===== config.mk =====
export PLATFORM = sky130hd
export DESIGN_NAME = alu_issue_stage
export DESIGN_NICKNAME = d
export VERILOG_FILES = /design/src/rtl/alu_pkg.sv /design/src/rtl/alu_decoder.sv /design/src/rtl/alu_issue_stage.sv
export SDC_FILE = /design/constraint.sdc
export NUM_CORES = 1
export LEC_CHECK = 0
export ABC_CLOCK_PERIOD_IN_PS = 2700
export CAP_MARGIN = 30
export CORE_MARGIN = 5
export CORE_UTILIZATION = 39
export DETAILED_ROUTE_END_ITERATION = 12
export PLACE_DENSITY = 0.8
export SYNTH_ARGS = -nofsm -noshare
export SYNTH_HDL_FRONTEND = slang
export SYNTH_HIERARCHICAL = 1
export SYNTH_SLANG_ARGS = --single-unit

===== constraint.sdc =====
create_clock -name i_clock -period 2.7 [get_ports i_clock]
set_input_delay 0.81 -clock i_clock [delete_from_list [all_inputs] [get_ports i_clock]]
set_output_delay 0.81 -clock i_clock [all_outputs]
set_load 0.02 [all_outputs]

===== src/rtl/alu_pkg.sv =====
// Shared ALU definitions: op codes, MIPS opcode/funct constants, decode record.
// Latency: n/a (types and constants only).
// Backpressure: n/a.
package alu_pkg;

  // ALU operation codes, shared with the ALU itself
  localparam logic [3:0] ALU_ADD     = 4'd0;
  localparam logic [3:0] ALU_SUB     = 4'd1;
  localparam logic [3:0] ALU_AND     = 4'd2;
  localparam logic [3:0] ALU_OR      = 4'd3;
  localparam logic [3:0] ALU_XOR     = 4'd4;
  localparam logic [3:0] ALU_NOR     = 4'd5;
  localparam logic [3:0] ALU_SRL     = 4'd6;
  localparam logic [3:0] ALU_SLL     = 4'd7;
  localparam logic [3:0] ALU_SRA     = 4'd8;
  localparam logic [3:0] ALU_SLA     = 4'd9;
  localparam logic [3:0] ALU_SLT     = 4'd10;
  localparam logic [3:0] ALU_LUI     = 4'd11;
  localparam logic [3:0] ALU_ILLEGAL = 4'b1111;

  // Primary opcodes
  localparam logic [5:0] OPC_RTYPE = 6'h00;
  localparam logic [5:0] OPC_ADDI  = 6'h08;
  localparam logic [5:0] OPC_ADDIU = 6'h09;
  localparam logic [5:0] OPC_SLTI  = 6'h0A;
  localparam logic [5:0] OPC_ANDI  = 6'h0C;
  localparam logic [5:0] OPC_ORI   = 6'h0D;
  localparam logic [5:0] OPC_XORI  = 6'h0E;
  localparam logic [5:0] OPC_LUI   = 6'h0F;

  // R-type funct codes
  localparam logic [5:0] FN_SLL  = 6'h00;
  localparam logic [5:0] FN_SRL  = 6'h02;
  localparam logic [5:0] FN_SRA  = 6'h03;
  localparam logic [5:0] FN_SLLV = 6'h04;
  localparam logic [5:0] FN_SRLV = 6'h06;
  localparam logic [5:0] FN_SRAV = 6'h07;
  localparam logic [5:0] FN_ADD  = 6'h20;
  localparam logic [5:0] FN_ADDU = 6'h21;
  localparam logic [5:0] FN_SUB  = 6'h22;
  localparam logic [5:0] FN_SUBU = 6'h23;
  localparam logic [5:0] FN_AND  = 6'h24;
  localparam logic [5:0] FN_OR   = 6'h25;
  localparam logic [5:0] FN_XOR  = 6'h26;
  localparam logic [5:0] FN_NOR  = 6'h27;
  localparam logic [5:0] FN_SLT  = 6'h2A;

  // Operand A source: register rs, zero-extended shamt, or constant zero
  typedef enum logic [1:0] {
    ASEL_RS    = 2'd0,
    ASEL_SHAMT = 2'd1,
    ASEL_ZERO  = 2'd2
  } a_sel_t;

  // Operand B source: register rt or extended imm16
  typedef enum logic {
    BSEL_RT  = 1'b0,
    BSEL_IMM = 1'b1
  } b_sel_t;

  // Destination field: rd for R-type, rt for I-type
  typedef enum logic {
    DEST_RD = 1'b0,
    DEST_RT = 1'b1
  } dest_sel_t;

  typedef struct packed {
    logic [3:0] op;
    a_sel_t     a_sel;
    b_sel_t     b_sel;
    logic       ext_sign;
    dest_sel_t  dest_sel;
    logic       legal;
  } dec_t;

  localparam dec_t DEC_NONE = '{
    op:       ALU_ADD,
    a_sel:    ASEL_RS,
    b_sel:    BSEL_RT,
    ext_sign: 1'b0,
    dest_sel: DEST_RD,
    legal:    1'b0
  };

  // I-type decode record: a=rs, b=imm, destination rt
  function automatic dec_t itype(input logic [3:0] op, input logic sext);
    dec_t d;
    d.op       = op;
    d.a_sel    = ASEL_RS;
    d.b_sel    = BSEL_IMM;
    d.ext_sign = sext;
    d.dest_sel = DEST_RT;
    d.legal    = 1'b1;
    return d;
  endfunction

endpackage


===== src/rtl/alu_decoder.sv =====
// Instruction decoder: opcode/funct -> ALU op, operand selects, extension, destination.
// Latency: purely combinational.
// Backpressure: none; stateless.
module alu_decoder
  import alu_pkg::*;
(
  input  logic [5:0] opcode,
  input  logic [5:0] funct,
  output dec_t       dec
);

  // Map opcode (and funct for R-type) onto the decode record; unknowns stay illegal
  always_comb begin
    dec = DEC_NONE;
    case (opcode)
      OPC_RTYPE: begin
        dec.legal    = 1'b1;
        dec.dest_sel = DEST_RD;
        dec.a_sel    = ASEL_RS;
        dec.b_sel    = BSEL_RT;
        case (funct)
          FN_ADD, FN_ADDU: dec.op = ALU_ADD;
          FN_SUB, FN_SUBU: dec.op = ALU_SUB;
          FN_AND:          dec.op = ALU_AND;
          FN_OR:           dec.op = ALU_OR;
          FN_XOR:          dec.op = ALU_XOR;
          FN_NOR:          dec.op = ALU_NOR;
          FN_SLT:          dec.op = ALU_SLT;
          FN_SLL: begin
            dec.op    = ALU_SLL;
            dec.a_sel = ASEL_SHAMT;
          end
          FN_SRL: begin
            dec.op    = ALU_SRL;
            dec.a_sel = ASEL_SHAMT;
          end
          FN_SRA: begin
            dec.op    = ALU_SRA;
            dec.a_sel = ASEL_SHAMT;
          end
          FN_SLLV:         dec.op = ALU_SLL;
          FN_SRLV:         dec.op = ALU_SRL;
          FN_SRAV:         dec.op = ALU_SRA;
          default:         dec.legal = 1'b0;
        endcase
      end
      OPC_ADDI, OPC_ADDIU: dec = itype(ALU_ADD, 1'b1);
      OPC_SLTI:            dec = itype(ALU_SLT, 1'b1);
      OPC_ANDI:            dec = itype(ALU_AND, 1'b0);
      OPC_ORI:             dec = itype(ALU_OR,  1'b0);
      OPC_XORI:            dec = itype(ALU_XOR, 1'b0);
      OPC_LUI: begin
        dec       = itype(ALU_LUI, 1'b0);
        dec.a_sel = ASEL_ZERO;
      end
      default:             dec = DEC_NONE;
    endcase
  end

endmodule


===== src/rtl/alu_issue_stage.sv =====
// Decode/issue stage: builds ALU op and operands and registers them into ID/EX.
// Latency: 1 cycle, fully registered outputs; optional o_illegal via ALU_ISSUE_ILLEGAL_EN.
// Backpressure: i_stall holds the register (stalled inputs dropped), i_flush loads a bubble.
module alu_issue_stage
  import alu_pkg::*;
#(
  parameter int NB_DATA      = 32,
  parameter int NB_OPERATION = 4,
  parameter int NB_REG_ADDR  = 5
) (
  input  logic                    i_clock,
  input  logic                    i_reset,
  input  logic                    i_valid,
  input  logic [31:0]             i_instr,
  input  logic [NB_DATA-1:0]      i_rs_data,
  input  logic [NB_DATA-1:0]      i_rt_data,
  input  logic                    i_stall,
  input  logic                    i_flush,
  output logic                    o_valid,
`ifdef ALU_ISSUE_ILLEGAL_EN
  output logic                    o_illegal,
`endif
  output logic [NB_OPERATION-1:0] o_alu_op,
  output logic [NB_DATA-1:0]      o_data_a,
  output logic [NB_DATA-1:0]      o_data_b,
  output logic                    o_reg_wr,
  output logic [NB_REG_ADDR-1:0]  o_wr_addr
);

  // ID/EX register contents; all-zero is the bubble (op ADD == 0)
  typedef struct packed {
    logic                    valid;
`ifdef ALU_ISSUE_ILLEGAL_EN
    logic                    illegal;
`endif
    logic [NB_OPERATION-1:0] op;
    logic [NB_DATA-1:0]      a;
    logic [NB_DATA-1:0]      b;
    logic                    reg_wr;
    logic [NB_REG_ADDR-1:0]  wr_addr;
  } issue_t;

  localparam issue_t BUBBLE = '0;

  logic [5:0]         opcode;
  logic [5:0]         funct;
  logic [4:0]         rt_f;
  logic [4:0]         rd_f;
  logic [4:0]         shamt;
  logic [15:0]        imm16;
  logic [NB_DATA-1:0] imm_ext;
  logic [4:0]         dest;
  logic               unused_rs_field;
  dec_t               dec;
  issue_t             issue_d;
  issue_t             issue_q;

  assign opcode = i_instr[31:26];
  assign rt_f   = i_instr[20:16];
  assign rd_f   = i_instr[15:11];
  assign shamt  = i_instr[10:6];
  assign funct  = i_instr[5:0];
  assign imm16  = i_instr[15:0];

  // rs operand arrives pre-read from the register file; the field itself is not needed here
  assign unused_rs_field = ^i_instr[25:21];

  alu_decoder u_alu_decoder (
    .opcode (opcode),
    .funct  (funct),
    .dec    (dec)
  );

  assign imm_ext = dec.ext_sign ? {{(NB_DATA-16){imm16[15]}}, imm16}
                                : {{(NB_DATA-16){1'b0}}, imm16};
  assign dest    = (dec.dest_sel == DEST_RD) ? rd_f : rt_f;

  // Build the next ID/EX contents: operand muxes, destination, or bubble/illegal marker
  always_comb begin
    issue_d = BUBBLE;
    if (i_valid && dec.legal) begin
      issue_d.valid   = 1'b1;
      issue_d.op      = NB_OPERATION'(dec.op);
      case (dec.a_sel)
        ASEL_SHAMT: issue_d.a = {{(NB_DATA-5){1'b0}}, shamt};
        ASEL_ZERO:  issue_d.a = '0;
        default:    issue_d.a = i_rs_data;
      endcase
      issue_d.b       = (dec.b_sel == BSEL_IMM) ? imm_ext : i_rt_data;
      issue_d.wr_addr = NB_REG_ADDR'(dest);
      issue_d.reg_wr  = (dest != 5'd0);
    end
`ifdef ALU_ISSUE_ILLEGAL_EN
    else if (i_valid) begin
      issue_d.valid   = 1'b1;
      issue_d.illegal = 1'b1;
      issue_d.op      = NB_OPERATION'(ALU_ILLEGAL);
    end
`endif
  end

  // Pipeline register: reset, then flush, then stall-hold, then normal load
  always_ff @(posedge i_clock) begin
    if (i_reset) begin
      issue_q <= BUBBLE;
    end else if (i_flush) begin
      issue_q <= BUBBLE;
    end else if (!i_stall) begin
      issue_q <= issue_d;
    end
  end

  assign o_valid   = issue_q.valid;
`ifdef ALU_ISSUE_ILLEGAL_EN
  assign o_illegal = issue_q.illegal;
`endif
  assign o_alu_op  = issue_q.op;
  assign o_data_a  = issue_q.a;
  assign o_data_b  = issue_q.b;
  assign o_reg_wr  = issue_q.reg_wr;
  assign o_wr_addr = issue_q.wr_addr;

endmodule

==> flow_metrics.py <==
metrics = {
    "logic_synthesis": {
        "yosysTopAreaCellShare_pct": 45.5,
        "synth_edf_count": 0,
        "syn_area_per_cell_um2": 8.97,
        "ys.flop_type": "dfxtp_1",
        "ys_warn_count": 6,
        "ys_ff_latch": 75,
        "synth_area_mm2": 0.00330,
        "netlist_top_cells_area": "dfxtp_1, a22oi_1, nor2_1, mux2_2, a21oi_1",
        "yosysUniqueCellTypes": 44,
        "synth.net_count": 470,
        "synthArstFlopShare_pct": 0,
        "yosysTopAreaCell": "dfxtp_1",
        "netlist_instances": 368,
        "synth_seq_area_share_pct": 45.5,
    },
    "timing": {
        "setup_violations": 0,
        "tightest_slew_ns": 0.610,
        "setup_ws_ns": 0.170,
        "max_freq_mhz": 395,
        "slew_violations": 0,
        "relSlewSlack_pct": 59.4,
        "hold_violations": 0,
        "period_minus_slack_ns": 2.53,
        "rsz0062_at_grt": "no",
        "skew_ns": 0,
        "period_share_pct": 93.7,
    },
    "critical_path": {
        "crit_fanout": 32,
        "end_kind": "register",
        "start_kind": "input port",
        "worst-setup-path-type": "input port to register",
        "worstPathArrival_ns": 2.74,
        "startpoint": "i_instr[29]",
        "cp.required_ns": 2.91,
        "cpPeakStageDelay_ns": 0.42,
        "slowest_stage": "clkdlybuf4s50_1",
        "worstReg2RegStart": "o_reg_wr",
        "crit_chain": "clkdlybuf4s50_1 -> buf_4 -> nor2_1 -> nand3_2 -> nor3_1 -> ha_1 -> and4b_1 -> buf_12 -> a32oi_1 -> a21oi_1",
    },
    "route": {
        "first_pass_iters": 4,
        "route.detailed.drc": 0,
        "drt_iter0_markers": 157,
        "wirelength_um": 10800,
        "drt-wirelength-per-cell_um": 16.4,
        "vias_per_cell": 5.22,
        "drtAntennaViolNets": 0,
        "vias": 3427,
    },
    "floorplanning": {
        "fp-row-count": 33,
        "die_w_um": 102,
        "fp.dieH_um": 102,
        "start_util_pct": 40.2,
        "num_io_pins": 176,
        "core_mm2": 0.00822,
        "die_area_mm2": 0.0104,
    },
    "placed_design": {
        "post-place-ws_ns": -0.191,
        "gp_congestion": 0.820,
        "hpwlAfterDp_um": 8100,
        "numPortBuffers": 170,
    },
    "layout": {
        "fillers": 693,
        "drive_gt1_share_pct": 13.4,
        "fin_nets": 650,
        "syn2layout_area_growth_pct": 65.3,
        "antenna_cells": 0,
    },
    "worst_hold_path": {
        "hp-class": "register to register",
        "min-delay-start": "o_data_b[28]",
    },
    "clocking": {
        "cts-root-buf": "clkbuf_8",
        "cts_buffers": 9,
        "clk_latency_ns": 0.33,
        "cts.clk_slew.worst_paths_ns": 0.07,
        "h-tree-depth": 3,
        "cts_tree": "yes",
        "cts_hold_buffers": 0,
        "cts_buffer_depth": 2,
        "cts_num_sinks": 75,
    },
    "global_routing": {
        "grt_pass1_wl_um": 17000,
        "grt_antenna_before_repair": 0,
        "grt_pass1_vias": 3575,
        "grtUsageTotal_pct": 20.5,
        "gr-total-overflow": 0,
        "grt_max_degree": 45,
    },
    "status": {
        "outcome": "completed",
    },
    "flow_run": {
        "max-cap-violations": 0,
    },
    "pwr": {
        "cellLeakagePower_nw": 1.89,
        "fin_total_pwr_mw": 2.37,
        "power.density_mw_per_mm2": 435,
        "ir_drop_uv": 290,
    },
}
==> registers in the layout, summed over array words and instances, names as in the netlist <==
| register | flops |
|---|---|
| o_data_a | 32 |
| o_data_b | 32 |
| o_wr_addr | 5 |
| o_alu_op | 4 |
| o_reg_wr | 1 |
| o_valid | 1 |
==> worst paths after layout <==
| path | to | slack, ns | cells after the start |
|---|---|---|---|
| worst max-delay path | o_data_a[0] | 0.17 | 10 |
| worst max register to register | o_reg_wr | 1.98 | 2 |
| worst min register to register | o_data_b[28] | 0.46 | 2 |
| worst min-delay path | o_data_b[28] | 0.46 | 2 |
==> critical path, delay by kind of cell <==
family	cells	cell delay, ns
and+or+nand+nor	4	0.66
AOI/OAI and AO/OA	2	0.25
buffers and inverters	3	0.73
adders and majority gates	1	0.27
==> Yosys cell counts, drive strengths merged, types with 2 or more instances <==
| cell | n |
|---|---|
| a21oi | 23 |
| a22oi | 54 |
| a32oi | 5 |
| and4bb | 3 |
| buf | 22 |
| clkbuf | 11 |
| dfxtp | 75 |
| inv | 4 |
| mux2 | 22 |
| nand2 | 25 |
| nand2b | 2 |
| nand3 | 3 |
| nor2 | 73 |
| nor2b | 2 |
| nor3 | 2 |
| nor3b | 2 |
| o21a | 2 |
| o21ai | 2 |
| o22ai | 2 |
| o31ai | 2 |
| or3 | 16 |
==> report_power, final <==
group | internal [mW] | switching [mW]
logic | 0.197 | 0.131
clock network | 0.518 | 0.413
registers | 1.11 | 0.00227
total | 1.83 | 0.546
==> routing by layer <==
| metal | GRT usage, % | wire length (um) | vias to the layer above |
|---|---|---|---|
| li1 | - | - | 1672 |
| met5 | 0 | 0 | - |
| met2 | 35.7 | 5340 | 131 |
| met1 | 24.2 | 4460 | 1609 |
| met4 | 7.87 | 182 | 0 |
| met3 | 5.19 | 778 | 15 |
==> cells in the final DEF, fill, tap and decap left out, types with 2 or more instances in the layout <==
master           netlist  routed
a21oi_1               23      23
a22oi_1               54      54
buf_12                 0       3
mux2_2                17      17
or3_1                 16      16
and4bb_2               2       2
nand3_1                2       2
a32oi_1                5       5
o31ai_1                2       2
inv_1                  4       4
o21ai_0                2       2
o22ai_1                2       2
nor2b_1                2       2
mux2_1                 5       5
nor2_1                73      73
clkbuf_8               0       9
nand2_1               25      25
clkdlybuf4s50_1        0     169
dfxtp_1               75      75
buf_4                  0      29
bufinv_16              0       2
nand2b_1               2       2
o21a_1                 2       2
==> stage by stage <==
step	cell area [um2]	TNS, ns	cells	hold WS, ns	util (%)
6_report	5450	0	657	0.461	66.4
5_1_grt	5450	0	657	0.483	66.4
4_1_cts	5450	0	657	0.465	66.3
3_5_place_dp	5230	-9.96	642	0.455	63.7
3_3_place_gp	5230	-8.23	642	0.450	63.7
2_1_floorplan	3300	0	368	0.537	-
==> final cells by class <==
class,count,area [um2],share of cell area (%)
timing repair buffer,202,1970,36.2
sequential,75,1500,27.5
clock inverter,6,90.1,1.65
multi-input combinational,256,1620,29.6
clock buffer,9,124,2.27
inverter,4,15.0,0.275
tap,105,131,2.41
==> logic make-up (layout without fill, tap and decap cells) <==
kind of cell / count (synthesis) / after routing / share of synthesized area (%)
muxes: 22 / 22 / 7.51
adders and majority gates: 1 / 1 / 0.379
AOI/OAI and AO/OA: 97 / 97 / 20.9
and+or+nand+nor: 134 / 134 / 19.5
buffers and inverters: 37 / 221 / 5.69
xor gates and xnor gates: 2 / 2 / 0.531
DFF: 75 / 75 / 45.5
==> timing repair <==
action                     4_1_cts  5_1_grt
gates resized for setup          0        1
buffers inserted                 0        0
setup endpoints to repair        0        1
(Power assumes the default switching activity.)
